--- src/rtl/data_memory_responder_if.sv ---
// Request/response and debug-dump channel bundle for data_memory_responder.
// The slave side is the memory; the master side is the pipeline / debug unit.
interface data_memory_responder_if #(
    parameter int NB_DATA = 32,
    parameter int NB_ADDR = 8
);
    logic               i_req_valid;
    logic               o_req_ready;
    logic               i_req_we;
    logic [NB_ADDR-1:0] i_req_addr;
    logic [1:0]         i_req_width;
    logic               i_req_signed;
    logic [NB_DATA-1:0] i_req_wdata;
    logic               o_rsp_valid;
    logic [NB_DATA-1:0] o_rsp_rdata;
    logic               o_rsp_err;
    logic               i_dbg_start;
    logic               i_dbg_ready;
    logic               o_dbg_valid;
    logic [NB_ADDR-3:0] o_dbg_addr;
    logic [NB_DATA-1:0] o_dbg_data;
    logic               o_dbg_done;

    modport slave (
        input  i_req_valid, i_req_we, i_req_addr, i_req_width, i_req_signed, i_req_wdata,
        input  i_dbg_start, i_dbg_ready,
        output o_req_ready, o_rsp_valid, o_rsp_rdata, o_rsp_err,
        output o_dbg_valid, o_dbg_addr, o_dbg_data, o_dbg_done
    );

    modport master (
        output i_req_valid, i_req_we, i_req_addr, i_req_width, i_req_signed, i_req_wdata,
        output i_dbg_start, i_dbg_ready,
        input  o_req_ready, o_rsp_valid, o_rsp_rdata, o_rsp_err,
        input  o_dbg_valid, o_dbg_addr, o_dbg_data, o_dbg_done
    );
endinterface

--- src/rtl/data_memory_responder.sv ---
// MIPS data memory: byte/half/word access with one-cycle registered response plus a debug dump port.
// Define DMEM_CLEAR_ON_RESET_EN to zero the whole memory (one word per cycle) after every reset.
module data_memory_responder #(
    parameter int NB_DATA = 32,
    parameter int NB_ADDR = 8
) (
    input  logic clk,
    input  logic i_rst_n,
    data_memory_responder_if.slave bus
);
    localparam int NB_IDX = NB_ADDR - 2;
    localparam int DEPTH  = 1 << NB_IDX;
    localparam logic [NB_IDX-1:0] IDX_ONE  = NB_IDX'(1);
    localparam logic [NB_IDX-1:0] IDX_LAST = NB_IDX'(DEPTH - 1);

`ifdef DMEM_CLEAR_ON_RESET_EN
    localparam logic [1:0] ST_INIT = 2'd0;
`endif
    localparam logic [1:0] ST_IDLE = 2'd1;
    localparam logic [1:0] ST_DUMP = 2'd2;
    localparam logic [1:0] ST_DONE = 2'd3;

`ifdef DMEM_CLEAR_ON_RESET_EN
    localparam logic [1:0] ST_RESET = ST_INIT;
`else
    localparam logic [1:0] ST_RESET = ST_IDLE;
`endif

    logic [NB_DATA-1:0] mem [DEPTH];

    logic [1:0]         state;
    logic               rsp_valid;
    logic [NB_DATA-1:0] rsp_rdata;
    logic               rsp_err;
    logic               dbg_valid;
    logic [NB_IDX-1:0]  dbg_idx;
    logic [NB_DATA-1:0] dbg_data;
`ifdef DMEM_CLEAR_ON_RESET_EN
    logic [NB_IDX-1:0]  init_idx;
`endif

    logic               accept;
    logic               req_err;
    logic               store_we;
    logic [NB_IDX-1:0]  req_idx;
    logic [1:0]         req_lane;
    logic [3:0]         wr_mask;
    logic [NB_DATA-1:0] wr_data;
    logic [NB_DATA-1:0] rd_word;
    logic [7:0]         rd_byte;
    logic [15:0]        rd_half;
    logic [NB_DATA-1:0] load_data;

    // Ready is gated by reset so it reads low while reset is held.
    assign bus.o_req_ready = i_rst_n && (state == ST_IDLE);
    assign accept   = bus.i_req_valid && bus.o_req_ready;
    assign req_idx  = bus.i_req_addr[NB_ADDR-1:2];
    assign req_lane = bus.i_req_addr[1:0];
    assign store_we = accept && bus.i_req_we && !req_err;

    always_comb begin
        req_err = 1'b0;
        case (bus.i_req_width)
            2'b00:   req_err = 1'b0;
            2'b01:   req_err = bus.i_req_addr[0];
            2'b10:   req_err = |bus.i_req_addr[1:0];
            default: req_err = 1'b1;
        endcase
    end

    // Store data is replicated across lanes so the mask alone selects what lands.
    always_comb begin
        wr_mask = 4'b0000;
        wr_data = bus.i_req_wdata;
        case (bus.i_req_width)
            2'b00: begin
                wr_mask = 4'b0001 << req_lane;
                wr_data = {4{bus.i_req_wdata[7:0]}};
            end
            2'b01: begin
                wr_mask = bus.i_req_addr[1] ? 4'b1100 : 4'b0011;
                wr_data = {2{bus.i_req_wdata[15:0]}};
            end
            2'b10:   wr_mask = 4'b1111;
            default: wr_mask = 4'b0000;
        endcase
    end

    always_comb begin
        rd_word   = mem[req_idx];
        rd_byte   = rd_word[{req_lane, 3'b000} +: 8];
        rd_half   = bus.i_req_addr[1] ? rd_word[31:16] : rd_word[15:0];
        load_data = '0;
        case (bus.i_req_width)
            2'b00:   load_data = bus.i_req_signed ? {{24{rd_byte[7]}}, rd_byte} : {24'h0, rd_byte};
            2'b01:   load_data = bus.i_req_signed ? {{16{rd_half[15]}}, rd_half} : {16'h0, rd_half};
            2'b10:   load_data = rd_word;
            default: load_data = '0;
        endcase
    end

    // Memory array has no reset so its contents survive a reset pulse.
    always_ff @(posedge clk) begin
`ifdef DMEM_CLEAR_ON_RESET_EN
        if (i_rst_n && state == ST_INIT)
            mem[init_idx] <= '0;
        else
`endif
        if (store_we) begin
            for (int k = 0; k < 4; k++) begin
                if (wr_mask[k])
                    mem[req_idx][8*k +: 8] <= wr_data[8*k +: 8];
            end
        end
    end

    always_ff @(posedge clk) begin
        if (!i_rst_n) begin
            state     <= ST_RESET;
            rsp_valid <= 1'b0;
            rsp_rdata <= '0;
            rsp_err   <= 1'b0;
            dbg_valid <= 1'b0;
            dbg_idx   <= '0;
            dbg_data  <= '0;
`ifdef DMEM_CLEAR_ON_RESET_EN
            init_idx  <= '0;
`endif
        end else begin
            rsp_valid <= accept;
            rsp_err   <= accept && req_err;
            rsp_rdata <= (accept && !req_err && !bus.i_req_we) ? load_data : '0;
            case (state)
`ifdef DMEM_CLEAR_ON_RESET_EN
                ST_INIT: begin
                    init_idx <= init_idx + IDX_ONE;
                    if (init_idx == IDX_LAST)
                        state <= ST_IDLE;
                end
`endif
                ST_IDLE: begin
                    if (!bus.i_req_valid && bus.i_dbg_start) begin
                        state     <= ST_DUMP;
                        dbg_idx   <= '0;
                        dbg_valid <= 1'b0;
                    end
                end
                // Each word is fetched in the cycle after the previous one is consumed.
                ST_DUMP: begin
                    if (!dbg_valid) begin
                        dbg_valid <= 1'b1;
                        dbg_data  <= mem[dbg_idx];
                    end else if (bus.i_dbg_ready) begin
                        dbg_valid <= 1'b0;
                        if (dbg_idx == IDX_LAST) begin
                            state   <= ST_DONE;
                            dbg_idx <= '0;
                        end else begin
                            dbg_idx <= dbg_idx + IDX_ONE;
                        end
                    end
                end
                ST_DONE: state <= ST_IDLE;
                default: state <= ST_IDLE;
            endcase
        end
    end

    assign bus.o_rsp_valid = rsp_valid;
    assign bus.o_rsp_rdata = rsp_rdata;
    assign bus.o_rsp_err   = rsp_err;
    assign bus.o_dbg_valid = dbg_valid;
    assign bus.o_dbg_addr  = dbg_idx;
    assign bus.o_dbg_data  = dbg_data;
    assign bus.o_dbg_done  = (state == ST_DONE);
endmodule

--- src/flat_wrapper.sv ---
// flat-port wrapper written by rule: the top's interface ports become plain ports
module data_memory_responder_flat 
#(
    parameter int NB_DATA = 32,
    parameter int NB_ADDR = 8
)
  (clk, i_rst_n, bus_i_req_valid, bus_i_req_we, bus_i_req_addr, bus_i_req_width, bus_i_req_signed, bus_i_req_wdata, bus_i_dbg_start, bus_i_dbg_ready, bus_o_req_ready, bus_o_rsp_valid, bus_o_rsp_rdata, bus_o_rsp_err, bus_o_dbg_valid, bus_o_dbg_addr, bus_o_dbg_data, bus_o_dbg_done);
  data_memory_responder_if #(.NB_DATA(NB_DATA), .NB_ADDR(NB_ADDR)) bus_i ();
  input  logic clk;
  input  logic i_rst_n;
  input wire logic [$bits(bus_i.i_req_valid)-1:0] bus_i_req_valid;
  input wire logic [$bits(bus_i.i_req_we)-1:0] bus_i_req_we;
  input wire logic [$bits(bus_i.i_req_addr)-1:0] bus_i_req_addr;
  input wire logic [$bits(bus_i.i_req_width)-1:0] bus_i_req_width;
  input wire logic [$bits(bus_i.i_req_signed)-1:0] bus_i_req_signed;
  input wire logic [$bits(bus_i.i_req_wdata)-1:0] bus_i_req_wdata;
  input wire logic [$bits(bus_i.i_dbg_start)-1:0] bus_i_dbg_start;
  input wire logic [$bits(bus_i.i_dbg_ready)-1:0] bus_i_dbg_ready;
  output wire logic [$bits(bus_i.o_req_ready)-1:0] bus_o_req_ready;
  output wire logic [$bits(bus_i.o_rsp_valid)-1:0] bus_o_rsp_valid;
  output wire logic [$bits(bus_i.o_rsp_rdata)-1:0] bus_o_rsp_rdata;
  output wire logic [$bits(bus_i.o_rsp_err)-1:0] bus_o_rsp_err;
  output wire logic [$bits(bus_i.o_dbg_valid)-1:0] bus_o_dbg_valid;
  output wire logic [$bits(bus_i.o_dbg_addr)-1:0] bus_o_dbg_addr;
  output wire logic [$bits(bus_i.o_dbg_data)-1:0] bus_o_dbg_data;
  output wire logic [$bits(bus_i.o_dbg_done)-1:0] bus_o_dbg_done;
  assign bus_i.i_req_valid = bus_i_req_valid;
  assign bus_i.i_req_we = bus_i_req_we;
  assign bus_i.i_req_addr = bus_i_req_addr;
  assign bus_i.i_req_width = bus_i_req_width;
  assign bus_i.i_req_signed = bus_i_req_signed;
  assign bus_i.i_req_wdata = bus_i_req_wdata;
  assign bus_i.i_dbg_start = bus_i_dbg_start;
  assign bus_i.i_dbg_ready = bus_i_dbg_ready;
  assign bus_o_req_ready = bus_i.o_req_ready;
  assign bus_o_rsp_valid = bus_i.o_rsp_valid;
  assign bus_o_rsp_rdata = bus_i.o_rsp_rdata;
  assign bus_o_rsp_err = bus_i.o_rsp_err;
  assign bus_o_dbg_valid = bus_i.o_dbg_valid;
  assign bus_o_dbg_addr = bus_i.o_dbg_addr;
  assign bus_o_dbg_data = bus_i.o_dbg_data;
  assign bus_o_dbg_done = bus_i.o_dbg_done;
  data_memory_responder #(.NB_DATA(NB_DATA), .NB_ADDR(NB_ADDR)) u_core (.clk(clk), .i_rst_n(i_rst_n), .bus(bus_i));
endmodule
--- config.mk ---
export PLATFORM = sky130hd
export DESIGN_NAME = data_memory_responder_flat
export DESIGN_NICKNAME = d
export VERILOG_FILES = /design/src/rtl/data_memory_responder_if.sv /design/src/rtl/data_memory_responder.sv /design/src/flat_wrapper.sv
export SDC_FILE = /design/constraint.sdc
export NUM_CORES = 2
export LEC_CHECK = 0
export CAP_MARGIN = 40
export CORE_MARGIN = 2
export CORE_UTILIZATION = 40
export DETAILED_ROUTE_END_ITERATION = 10
export PLACE_DENSITY_LB_ADDON = 0.3
export RECOVER_POWER = 25
export SYNTH_ARGS = -nofsm -noshare
export SYNTH_HDL_FRONTEND = slang
export SYNTH_SLANG_ARGS = --single-unit
--- constraint.sdc ---
create_clock -name clk -period 12.96 [get_ports clk]
set_input_delay 1.296 -clock clk [delete_from_list [all_inputs] [get_ports clk]]
set_output_delay 1.296 -clock clk [all_outputs]
set_load 0.02 [all_outputs]
======== Word-level counts from Yosys, hierarchy flattened ========
Memory sizes are Yosys's and may differ from the RTL's. A register that Yosys moved wholly into a read port is not among the register bits.
Index checks and enable logic that the tools add are counted.
operators by class
  mux-type cells .......................... 34
  bitwise gates (word level) .............. 1
  shift operators ......................... 2
  $add $sub $neg .......................... 1
  equality and inequality tests ........... 10
  $lt $le $gt $ge ......................... 0
  div/mod/pow operators ................... 0
  multiply operators ...................... 0
  reduce and logical (&&, ||, !) cells .... 20
operators by type and width
  operator               count
  $pmux W32 S3           1
  $mux W32               2
  $pmux W32 S2           1
  $shiftx A32 B6 Y8      1
  $mux W6                4
  $mux W16               1
  $mux W1                15
  $pmux W4 S3            1
  $pmux W6 S2            1
  $logic_and A1 B1 Y1    8
  $mux W2                4
  $reduce_and A4 Y1      2
  $add A6 B1 Y6 const B  1
  $eq A2 B2 Y1 const B   3
  $eq A6 B6 Y1 const B   1
  $reduce_and A2 Y1      3
  $eq A2 B1 Y1 const B   2
  $logic_not A1 Y1       4
  $mux W4                1
  $ne A2 B1 Y1 const B   2
  $ne A2 B2 Y1 const B   2
  $pmux W2 S2            1
  $shl A1 B2 Y4 const A  1
  $pmux W1 S3            1
  5 further kinds        5
storage, ports and cells
  output and inout bits ................... 75
  RAM bits ................................ 2048
  memories ................................ 1
  latch bits .............................. 0
  ROM bits ................................ 0
  bits in registers ....................... 43
memories
  memory      words  bits a word  rd ports  clocked after memory_dff  wr ports  line                         RTL
  u_core.mem  64     32           2         1                         1         data_memory_responder.sv:29  logic [NB_DATA-1:0] mem [DEPTH];

======== Longest topological paths before layout ========
  depth after elaboration ................. 7
  gate-level depth with buffers ........... 15

======== Worst setup path after synthesis ========
No wires, ideal clock.
  path kind ............................... in2reg
  start ................................... input bus_i_req_width[1]
  end ..................................... memory u_core.mem[0][24], data pin
  stages on the path ...................... 4
  arrival time ............................ 4.381 ns
  setup time .............................. 0.702 ns
  path slack .............................. 7.877 ns
  path buffers ............................ 3
  path through ............................ clkbuf_1 > buf_4 > clkbuf_1 > o21ai_0
on the way
  cells in the longest elaborated chain, start to end .. 2
  elaborated cells between the ends (all ways) .. 3
  those cells by class .................... 1 x eq/ne; 1 x mux; 1 x reduce/logical
ends and longest elaborated chain
  what                                                     line                         RTL
  from (decl)                                              flat_wrapper.sv:14           input wire logic [$bits(bus_i.i_req_width)-1:0] bus_i_req_width;
  $eq A2 B1 Y1 / $logic_not A2 Y1 (equally long branches)  data_memory_responder.sv:75  case (bus.i_req_width)
  $pmux W32 S2 *                                           data_memory_responder.sv:75
  via u_core.wr_data[24]                                   data_memory_responder.sv:48  logic [NB_DATA-1:0] wr_data;
  to (decl)                                                data_memory_responder.sv:29
The timed path passes the listed nets; every way through them passes the cells marked *.

======== Final worst setup path ========
  start ................................... input bus_i_req_wdata[6]
  end ..................................... memory u_core.mem[49][22], data pin
on the way
  cells in the longest elaborated chain, start to end .. 1
ends and longest elaborated chain
  what                    line                         RTL
  from (decl)             flat_wrapper.sv:16           input wire logic [$bits(bus_i.i_req_wdata)-1:0] bus_i_req_wdata;
  $pmux W32 S2            data_memory_responder.sv:75
  via u_core.wr_data[22]  data_memory_responder.sv:48
The timed path passes the listed nets, and every way through them passes these cells.

==> impl_metrics.tcl <==
set metrics [dict create \
    status "finished, violations left" \
    violations "max-capacitance violations, max-slew violations" \
    grt_max_degree 125 \
    ant_nets 0 \
    cts_tree "yes" \
    die_area_um2 248000 \
    postSynthAreaPerCell_um2 17.4 \
    tightest_slew_ns 3.58 \
    fmax_mhz 150 \
    clk_pin_slew_worst_paths_ns 0.06 \
    worstPathRequired_ns 13.19 \
    die_h_um 498 \
    grt_pass1_wl_um 517000 \
    cts_made_buffers 217 \
    cts.sinks 2123 \
    setup_viol 0 \
    gp_congestion 0.939 \
    power_density_nw_per_um2 143 \
    timing.hold.ws_ns 0.438 \
    maxSlewViolCount 1154 \
    clockBufferDepth 3 \
    hp-class "flop to flop" \
    slew_headroom -1.38 \
    antenna_found_initial 31 \
    path_class "input port to flop" \
    synth_edf_count 2048 \
    track_usage 0.300 \
    cts_setup_buffers 0 \
    initial_core_util 0.401 \
    holdPathEnd "u_core.bus.o_dbg_data[28]" \
    finClkSkew_ns 0.0425 \
    ys_seq_area_frac 0.647 \
    maxCapViolCount 25 \
    rsz0062_at_grt "false" \
    async_reset_ff_frac 0 \
    first_pass_iters 7 \
    synth_area_um2 97400 \
    path_max_fanout 64 \
    syn-instance-count 5584 \
    routed_wl_um 380000 \
    wl_per_cell_um 40.9 \
    ys_warn_count 0 \
    placedCellCount 8848 \
    rrSetupSlack_ns 8.27 \
    fin_nets 5925 \
    ys.flop_type "edfxtp_1" \
    hold_buffers 0 \
    cp.arrival_ns 6.88 \
    vias 64910 \
    crit_path_start_kind "input port" \
    synth_nets 5637 \
    seq_area_um2 63000 \
    min_from "u_core.bus.o_dbg_data[28]" \
    cts-htree-levels 4 \
    ys_types 92 \
    ir_worst_vdd_uv 157 \
    final_layout_size_suffix_gt1_frac 0.275 \
    grt_pass1_vias 61890 \
    area_growth_syn_to_layout_pct 14.2 \
    fillers 20458 \
    cts_resized 0 \
    timing.final.crit_share 0.513 \
    worstSetupEndpointType "flop" \
    coreArea_um2 243000 \
    avgViaCountPerCell 7.00 \
    synth-seq-cells 2123 \
    rr_startpoint "u_core.bus.o_dbg_addr[1]" \
    r2r_cells 9 \
    stdcell_count 9278 \
    die_x_um 498 \
    clockRootBuffer "clkbuf_16" \
    post-dp-hpwl_um 248000 \
    drt_iter0_markers 13065 \
    clock_latency_ns 0.89 \
    overflow 0 \
    drc 0 \
    multi_input_area_um2 32100 \
    hold_violations 0 \
    rr_endpoint "u_core.bus.o_dbg_data[25]" \
    fin_setup_tns_ns 0 \
    port_buffers 123 \
    fin_crit_ns 6.65 \
    whs_path_depth 2 \
    rows 181 \
    p_leak_nw 34.0 \
    finish.utilization 0.458 \
    io_pins 124 \
]
-- critical path, cell delays in order --
cell and delay, ns:
buf_2 0.08, clkbuf_1 1.55, clkbuf_1 1.32, mux2_2 0.36
clkbuf_1 2.13
-- registers in the layout, summed over array words and instances (netlist names) --
name	flops
u_core.mem	2048
u_core.bus.o_dbg_data	32
u_core.bus.o_rsp_rdata	32
u_core.bus.o_dbg_addr	6
u_core.state	2
u_core.bus.o_dbg_valid	1
u_core.bus.o_rsp_err	1
u_core.bus.o_rsp_valid	1
-- worst max path at each step --
stage	end	slack, ns	startpoint
2_1_floorplan	u_core.mem[0][24]	7.88	bus_i_req_width[1]
3_3_place_gp	u_core.bus.o_rsp_rdata[6]	6.48	bus_i_req_addr[2]
3_5_place_dp	u_core.bus.o_rsp_rdata[26]	6.81	bus_i_req_addr[4]
4_1_cts	u_core.bus.o_rsp_rdata[26]	7.73	bus_i_req_addr[4]
5_1_grt	u_core.mem[48][22]	6.08	bus_i_req_wdata[6]
6_report	u_core.mem[49][22]	6.31	bus_i_req_wdata[6]
-- cell usage after synthesis, drive strengths merged, types with 5 or more instances --
| library cell | count | area (µm²) |
|---|---|---|
| a2111oi | 10 | 100 |
| nand4 | 24 | 150 |
| a22oi | 340 | 2550 |
| a222oi | 46 | 460 |
| a211oi | 7 | 52.6 |
| edfxtp | 2048 | 61500 |
| a221o | 42 | 422 |
| nand3b | 5 | 37.5 |
| nor4 | 12 | 87.6 |
| a31oi | 74 | 463 |
| nand3 | 58 | 290 |
| o221ai | 12 | 105 |
| o21ai | 97 | 485 |
| clkbuf | 213 | 800 |
| or4 | 6 | 45.0 |
| inv | 13 | 48.8 |
| nand2 | 256 | 961 |
| o22ai | 35 | 219 |
| a221oi | 135 | 1180 |
| dfxtp | 75 | 1500 |
| and2 | 19 | 119 |
| nor4b | 6 | 52.6 |
| nor3b | 7 | 73.8 |
| and3 | 9 | 56.3 |
| mux4 | 737 | 16600 |
| and3b | 5 | 43.8 |
| nand2b | 31 | 194 |
| mux2 | 134 | 1510 |
| nor3 | 17 | 96.4 |
| a22o | 74 | 648 |
| nor2b | 10 | 62.6 |
| a211o | 7 | 61.3 |
| a41oi | 15 | 131 |
| o211ai | 21 | 158 |
| o2bb2ai | 21 | 184 |
| mux2i | 178 | 1780 |
| buf | 272 | 1700 |
| nor2 | 334 | 1260 |
| a21oi | 97 | 485 |
-- cell type report --
cell class                 instances  area share
antenna                           17    0.000382
clock buffer                     270      0.0517
clock inverter                   136      0.0124
inverter                          15    0.000528
multi-input combinational       2961       0.289
sequential                      2123       0.566
tap                             3202      0.0360
timing repair buffer             554      0.0442
-- placed cells by master, fill, tap and decap left out, drive strengths merged, types with 22 or more instances in the layout --
cell,netlist,final
nand2b,31,31
mux4,737,737
mux2,134,134
a22oi,340,340
dfxtp,75,75
o22ai,35,35
clkbuf,213,298
bufinv,0,22
a31oi,74,74
nand4,24,24
nand2,256,256
a222oi,46,46
a221o,42,42
a221oi,135,135
o21ai,97,97
edfxtp,2048,2048
buf,272,416
a21oi,97,97
nor2,334,334
clkdlybuf4s50,0,107
nand3,58,58
a22o,74,74
clkinv,2,98
mux2i,178,178
-- metrics by stage --
step / total power, mW / instance area, µm² / setup slack [ns]
after floorplan: 8.93 / 97400 / 7.88
after global placement: 9.59 / 102000 / 6.48
after detailed placement: 9.63 / 104000 / 6.81
after CTS: 15.9 / 111000 / 7.73
after global routing: 16.2 / 111000 / 6.08
final: 15.9 / 111000 / 6.31
-- power by group --
| part | switching, mW | total [mW] | leakage, nW | internal, mW |
|---|---|---|---|---|
| Combinational | 1.15 | 1.91 | 11.5 | 0.759 |
| Clock | 2.76 | 6.35 | 3.47 | 3.59 |
| Sequential | 0.0175 | 7.61 | 19.0 | 7.59 |
-- routing by layer --
metal | GRT usage | vias to the layer above | wire length [µm]
met5 | 0 | - | 102
met4 | 0.189 | 16 | 27800
met3 | 0.0976 | 1123 | 54800
met2 | 0.436 | 5860 | 165000
met1 | 0.387 | 33594 | 132000
li1 | - | 24317 | -
-- cell families (layout without fill, tap and decap cells) --
family / count (synthesis) / after routing / synth area share
flip-flops: 2123 / 2123 / 0.647
AO/OA/AOI/OAI: 1076 / 1076 / 0.0830
multiplexers: 1049 / 1049 / 0.204
AND/OR/NAND/NOR: 827 / 827 / 0.0387
buffers and inverters: 500 / 975 / 0.0262
XOR/XNOR: 5 / 5 / 0.000450
adder cells (fa/ha/maj): 4 / 4 / 0.000514
other: 0 / 17 / 0
Power figures use the tool's default switching activity.
